$ cat config.mk
export PLATFORM = sky130hd
export DESIGN_NAME = serial_subtractor
export DESIGN_NICKNAME = d
export VERILOG_FILES = /design/src/rtl/serial_subtractor.sv
export SDC_FILE = /design/constraint.sdc
export NUM_CORES = 1
export LEC_CHECK = 0
export ABC_AREA = 1
export BUFFER_PORTS_ARGS = -buffer_cell sky130_fd_sc_hd__buf_2
export CORE_AREA = 2 2 55 83
export DETAILED_ROUTE_END_ITERATION = 10
export DIE_AREA = 0 0 57 85
export PLACE_DENSITY = 0.68
export SLEW_MARGIN = 20
export SYNTH_ARGS = -nofsm -noshare
export SYNTH_HDL_FRONTEND = slang
export SYNTH_SLANG_ARGS = --single-unit
$ cat constraint.sdc
create_clock -name clk -period 1.4 [get_ports clk]
set_input_delay 0.14 -clock clk [delete_from_list [all_inputs] [get_ports clk]]
set_output_delay 0.14 -clock clk [all_outputs]
set_load 0.005 [all_outputs]
$ cat src/rtl/serial_subtractor.sv
// serial_subtractor: bit-serial WIDTH-bit subtractor. An operand pair is
// accepted through a valid/ready handshake. It is pushed LSB first through a
// single full-subtractor cell, one bit per clock, with the borrow held in a
// flop between bits. The registered difference, borrow-out and zero flag are
// then offered through a valid/ready output handshake.
module serial_subtractor #(
  parameter int WIDTH = 8
) (
  input  logic             clk,
  input  logic             rst,
  input  logic             in_valid,
  output logic             in_ready,
  input  logic [WIDTH-1:0] a,
  input  logic [WIDTH-1:0] b,
  input  logic             borrow_in,
  output logic             out_valid,
  input  logic             out_ready,
  output logic [WIDTH-1:0] diff,
  output logic             borrow_out,
  output logic             zero,
  output logic             busy
);

  // The counter must be able to hold WIDTH itself, with at least one bit.
  localparam int CNT_W = ($clog2(WIDTH + 1) < 1) ? 1 : $clog2(WIDTH + 1);
  localparam logic [CNT_W-1:0] LAST_CNT = CNT_W'(WIDTH - 1);

  localparam logic [1:0] IDLE  = 2'd0;
  localparam logic [1:0] SHIFT = 2'd1;
  localparam logic [1:0] DONE  = 2'd2;

  logic [1:0]       state_q, state_d;
  logic [WIDTH-1:0] a_sr_q, a_sr_d;
  logic [WIDTH-1:0] b_sr_q, b_sr_d;
  logic [WIDTH-1:0] res_q, res_d;
  logic             br_q, br_d;
  logic [CNT_W-1:0] cnt_q, cnt_d;
  logic [WIDTH-1:0] diff_q, diff_d;
  logic             borrow_out_q, borrow_out_d;
  logic             zero_q, zero_d;

  logic             cell_diff;
  logic             cell_borrow;
  logic [WIDTH-1:0] res_next;

  // Full-subtractor cell on the current LSBs plus the partial result after inserting its output.
  always_comb begin
    cell_diff   = a_sr_q[0] ^ b_sr_q[0] ^ br_q;
    cell_borrow = (~a_sr_q[0] & b_sr_q[0]) | (~(a_sr_q[0] ^ b_sr_q[0]) & br_q);
    // The new bit enters at the MSB. This form also works when WIDTH is 1.
    res_next    = (res_q >> 1) | (WIDTH'(cell_diff) << (WIDTH - 1));
  end

  // Sequencing: accept operands, run WIDTH shifts, hold the result until it is consumed.
  always_comb begin
    state_d      = state_q;
    a_sr_d       = a_sr_q;
    b_sr_d       = b_sr_q;
    res_d        = res_q;
    br_d         = br_q;
    cnt_d        = cnt_q;
    diff_d       = diff_q;
    borrow_out_d = borrow_out_q;
    zero_d       = zero_q;
    case (state_q)
      IDLE: begin
        if (in_valid) begin
          a_sr_d  = a;
          b_sr_d  = b;
          br_d    = borrow_in;
          res_d   = '0;
          cnt_d   = '0;
          state_d = SHIFT;
        end
      end
      SHIFT: begin
        a_sr_d = a_sr_q >> 1;
        b_sr_d = b_sr_q >> 1;
        br_d   = cell_borrow;
        res_d  = res_next;
        cnt_d  = cnt_q + CNT_W'(1);
        if (cnt_q == LAST_CNT) begin
          // The result registers change only here, on entry to DONE.
          diff_d       = res_next;
          borrow_out_d = cell_borrow;
          zero_d       = (res_next == '0);
          state_d      = DONE;
        end
      end
      DONE: begin
        if (out_ready) begin
          state_d = IDLE;
        end
      end
      default: state_d = IDLE;
    endcase
  end

  // State and datapath registers. Reset aborts any operation in progress.
  always_ff @(posedge clk or posedge rst) begin
    if (rst) begin
      state_q      <= IDLE;
      a_sr_q       <= '0;
      b_sr_q       <= '0;
      res_q        <= '0;
      br_q         <= 1'b0;
      cnt_q        <= '0;
      diff_q       <= '0;
      borrow_out_q <= 1'b0;
      zero_q       <= 1'b0;
    end else begin
      state_q      <= state_d;
      a_sr_q       <= a_sr_d;
      b_sr_q       <= b_sr_d;
      res_q        <= res_d;
      br_q         <= br_d;
      cnt_q        <= cnt_d;
      diff_q       <= diff_d;
      borrow_out_q <= borrow_out_d;
      zero_q       <= zero_d;
    end
  end

  // Handshake and status outputs are decoded from the state only.
  always_comb begin
    in_ready   = (state_q == IDLE);
    out_valid  = (state_q == DONE);
    busy       = (state_q == SHIFT);
    diff       = diff_q;
    borrow_out = borrow_out_q;
    zero       = zero_q;
  end

endmodule

# Word-level counts from Yosys, hierarchy flattened
# Cells that the tools add are included.
word_totals:
  register_bits: 41
  input_bits: 21
  out_inout_bits: 13
classes:
  add_sub_neg: 1
  n_eq_ne: 6
  muxes: 14
  n_bitwise: 8
  reduce_logical: 6
op_table:
  columns: ["op", "n"]
  rows:
  - ["$pmux W8 S2", 3]
  - ["$mux W8", 3]
  - ["$logic_not A8 Y1", 1]
  - ["$or A7 B8 Y8", 1]
  - ["$pmux W4 S2", 1]
  - ["$mux W2", 3]
  - ["$pmux W2 S3", 1]
  - ["$add A4 B1 Y4 const B", 1]
  - ["$eq A4 B3 Y1 const B", 1]
  - ["$mux W4", 1]
  - ["$ne A2 B1 Y1 const B", 2]
  - ["$reduce_and A2 Y1", 2]
  - ["$reduce_and A3 Y1", 1]
  - ["$and A1 B1 Y1", 2]
  - ["$eq A2 B1 Y1 const B", 1]
  - ["$eq A2 B2 Y1 const B", 1]
  - ["$logic_not A2 Y1", 1]
  - ["$ne A2 B2 Y1 const B", 1]
  - ["$not A1 Y1", 2]
  - ["$pmux W1 S2", 1]
  - ["$reduce_bool A2 Y1", 1]
  - ["$xor A1 B1 Y1", 2]
  - ["$mux W1", 1]
  - ["$or A1 B1 Y1", 1]

# Longest topological paths before layout
logic_depth:
  ltp_word: 5
  ltp_mapped: 7
  ltp_nobuf: 7

# Worst setup path after synthesis
# OpenSTA, ideal clock, no wires.
synth_path:
  path_kind: "reg2reg"
  start: "register a_sr_q[0]"
  end: "register zero_q (netlist: zero)"
  setup_time_ps: 116
  arrival_time_ps: 1156
  required_ps: 1284
  setup_slack_ps: 128
  path_stages_with_launch: 7
  n_path_buf: 0
  cell_sequence: "dfrtp_1 fa_1 nor2_1 nand2_1 nor2_1 nand2_1 nand2_1"
synth_between:
  elab_chain_cells: 4
synth_rtl:
  columns: ["item", "line", "rtl"]
  rows:
  - ["start, declared", "33", "logic [WIDTH-1:0] a_sr_q, a_sr_d;"]
  - ["start signal, assigned", "113", "a_sr_q <= a_sr_d;"]
  - ["$xor A1 B1 Y1 (2 in series)", "48", "cell_diff = a_sr_q[0] ^ b_sr_q[0] ^ br_q;"]
  - ["net cell_diff", "42", "logic cell_diff;"]
  - ["$or A7 B8 Y8", "51", "res_next = (res_q >> 1) | (WIDTH'(cell_diff) << (WIDTH - 1));"]
  - ["$logic_not A8 Y1", "86", "zero_d = (res_next == '0);"]
  - ["end signal, assigned", "120", "zero_q <= zero_d;"]
  - ["end, declared", "40", "logic zero_q, zero_d;"]
# The timed path passes the listed nets, and every way through them passes these cells.
# A chain may end at the register's enable or synchronous reset.

# Final worst setup path
layout_path:
  start: "register state_q[0]"
  end: "output port busy"
layout_between:
  elab_chain_cells: 1
layout_rtl:
  columns: ["item", "line", "rtl"]
  rows:
  - ["start, declared", "32", "logic [1:0] state_q, state_d;"]
  - ["start signal, assigned", "112", "state_q <= state_d;"]
  - ["$eq A2 B1 Y1", "128", "busy = (state_q == SHIFT);"]
  - ["end, declared", "21", "output logic busy"]
# No other way between the ends.

==> results.txt <==
Routed WL = 3.67 mm
DR WL met3 = 145 um
Final Max Tran Viols = 0
outcome = finished, final reports clean
largest net degree at the start of global routing = 41
final hold vios = 0
largest family of logic cells by synthesized area = simple AND/OR/NAND/NOR gates
Max-Cap Viols = 0
switching power total = 1.73 mW
clk_lat worst skew = 0.29 ns
I/O pin cnt = 34
CP Launch Type = flip-flop
hpwl dp = 2.49 mm
commonest non-fill, non-tap cell in the layout = nand3_1
DRT Pass-1 Iters = 4
Total GRT Usage = 16.7%
GPL Wtd Cong = 0.765
Max-slew headroom = 66.5%
Int Power = 2.90 mW
worst reg-to-reg setup slack = 0.08 ns
CTS Buffer Depth = 2
Ys Warns = 0
Synth Area in Adders = 1.82%
core footprint = 4140 um2
Area growth, synth to finish = 23.5%
vias in the first global route = 1399
dpl cells = 277
number of port buffers = 33
top-area cell type share of the netlist area = 56.1%
routed len/inst = 12.6 um
drt via density = 5.10
worst vdd ir = 0.00116 V
Non-Filler Instances = 291
crit share post-route = 97.2%
Die Y = 85 um
HP Class = primary input to flip-flop
CP Max Fanout = 10
Lkg Pwr = 1.13 nW
Mapped Area = 1790 um2
Clock Power Share = 16.9%
Sinks on Clock Net = 40
CTS buffer count = 5
pwr/cell area = 2100 nW/um2
uppermost routed layer = met4
Seq/Total Area, Yosys = 56.1%
f_max = 0.735 GHz
Worst Setup End Kind = output port
metal2 WL = 1.91 mm
DRC Markers = 0
xor/xnor share of the synthesized area = 0%
actual slew at the worst max-slew pin = 0.503 ns
DP Area = 2040 um2
skew final = 0.00334 ns
die width = 57 um
via count = 1485
CTS clk-pin slew, worst paths = 0.07 ns
antenna violations before repair = 0
Mapped Nets = 220
mux cell area share after synthesis = 0%
clk root buf = clkbuf_8
first-pass GRT wire length = 6.22 mm
# setup viols final = 0
fill count = 409
Synth Register Bits = 40
Synth area leaders = dfrtp_1, nand3_1, nand2_1
sequential share of power = 41.1%
row count = 29
H-tree levels = 2
worst endpoint required time = 1.26 ns
CTS tree = built
die area = 4850 um2
ANT nets after route = 0
Starting Density = 43.2%
cell taking the most area after synthesis = dfrtp_1
Hold Slack = 0.0391 ns
Simple-Gate Fraction of Synth Area = 27.5%
cells after synthesis = 197
routed length on met1 = 1.54 mm
final instance area = 2210 um2
combinational share of power = 42.0%
total gr overflow = 0
RSZ-0062 raised after global routing = yes
Netlist cell types = 22
sw frac = 37.3%
fraction of layout cells with a size suffix above 1 = 28.2%
total power = 4.62 mW
Arr. time, crit path = 1.22 ns
most frequent cells in the layout = nand3_1, nand2_1, dfrtp_1, buf_2, buf_4
post-route minimum period = 1.36 ns
Compound-Gate Fraction of Synth Area = 7.92%
DR iter-0 viols = 37
syn avg cell area = 9.06 um2
Nets = 267
WS Path Type = flip-flop to output port
diodes inserted = 0
[registers in the layout, summed over array words and instances, names as in the netlist]
name and flops:
state_q 2, b_sr_q 8, res_q 7, cnt_q 4
a_sr_q 8, zero 1, diff 8, borrow_out 1
br_q 1
[Yosys cell counts]
master / count
nand3_1: 52
nand2_1: 44
dfrtp_1: 40
inv_1: 13
nor2_1: 11
o21ai_2: 7
o22ai_1: 6
buf_2: 4
buf_4: 4
o21ai_0: 3
nor2_2: 2
a21oi_1: 1
buf_6: 1
clkbuf_1: 1
clkbuf_2: 1
fa_1: 1
ha_1: 1
nand2_2: 1
nand4_1: 1
o211ai_1: 1
o21bai_1: 1
o31ai_1: 1
[power groups by stage]
stage	clock network [mW]	registers [mW]	logic, mW
detailed placement	0	1.91	1.79
global placement	0	1.89	1.75
finish	0.781	1.90	1.94
CTS	0.805	1.89	1.81
floorplan	0	1.88	1.26
global route	0.867	1.97	2.21
[metal layers]
layer	GRT usage (%)	vias up
met5	0	-
met4	6.98	0
met3	4.57	8
met2	28.1	30
met1	19.8	697
li1	-	750
[worst max-delay path: stages (launching register included)]
cell and delay [ns]:
dfrtp_1 0.40, inv_1 0.10, nor2_4 0.16, buf_6 0.16, buf_2 0.11
[logic make-up after synthesis]
family / count (synthesis)
adder cells (fa/ha/maj): 2
buffers and inverters: 24
AND/OR/NAND/NOR: 111
AO/OA/AOI/OAI: 20
flip-flops: 40
[cell type report]
type	instances	area, um2	share of cell area (%)
sequential	40	1000	45.4
multi-input combinational	133	686	31.1
timing repair buffer	51	323	14.6
clock buffer	8	90.1	4.08
tap	46	57.6	2.61
inverter	13	48.8	2.21
[final timing paths]
check                           cells after the start              startpoint                      to
worst max-delay path                                4  state_q[0]$_DFFE_PP0P_                    busy
worst min-delay path                                3                    a[7]   a_sr_q[7]$_DFFE_PP0P_
worst max register to register                      7        br_q$_DFFE_PP0P_        zero$_DFFE_PP0P_
worst min register to register                      2     diff[5]$_DFFE_PP0P_     diff[5]$_DFFE_PP0P_
max in group asynchronous                           4                     rst     diff[4]$_DFFE_PP0P_
min in group asynchronous                           4                     rst  borrow_out$_DFFE_PP0P_
[stage by stage]
step                utilization [%]  worst slack, ns  TNS [ns]
floorplan                         -            0.128         0
global placement               49.3            0.104         0
detailed placement             49.3           0.0716         0
CTS                            51.9           0.0200         0
global route                   53.3          -0.0292   -0.0551
finish                         53.3           0.0393         0
[what timing repair did]
item	4_1_cts	5_1_grt
setup endpoints to repair	1	14
resized for setup	1	6
hold endpoints to repair	40	0
buffers inserted	0	5
gates cloned	0	0
pin swaps	0	2
hold buffers	1	0
(Power assumes the default switching activity.)
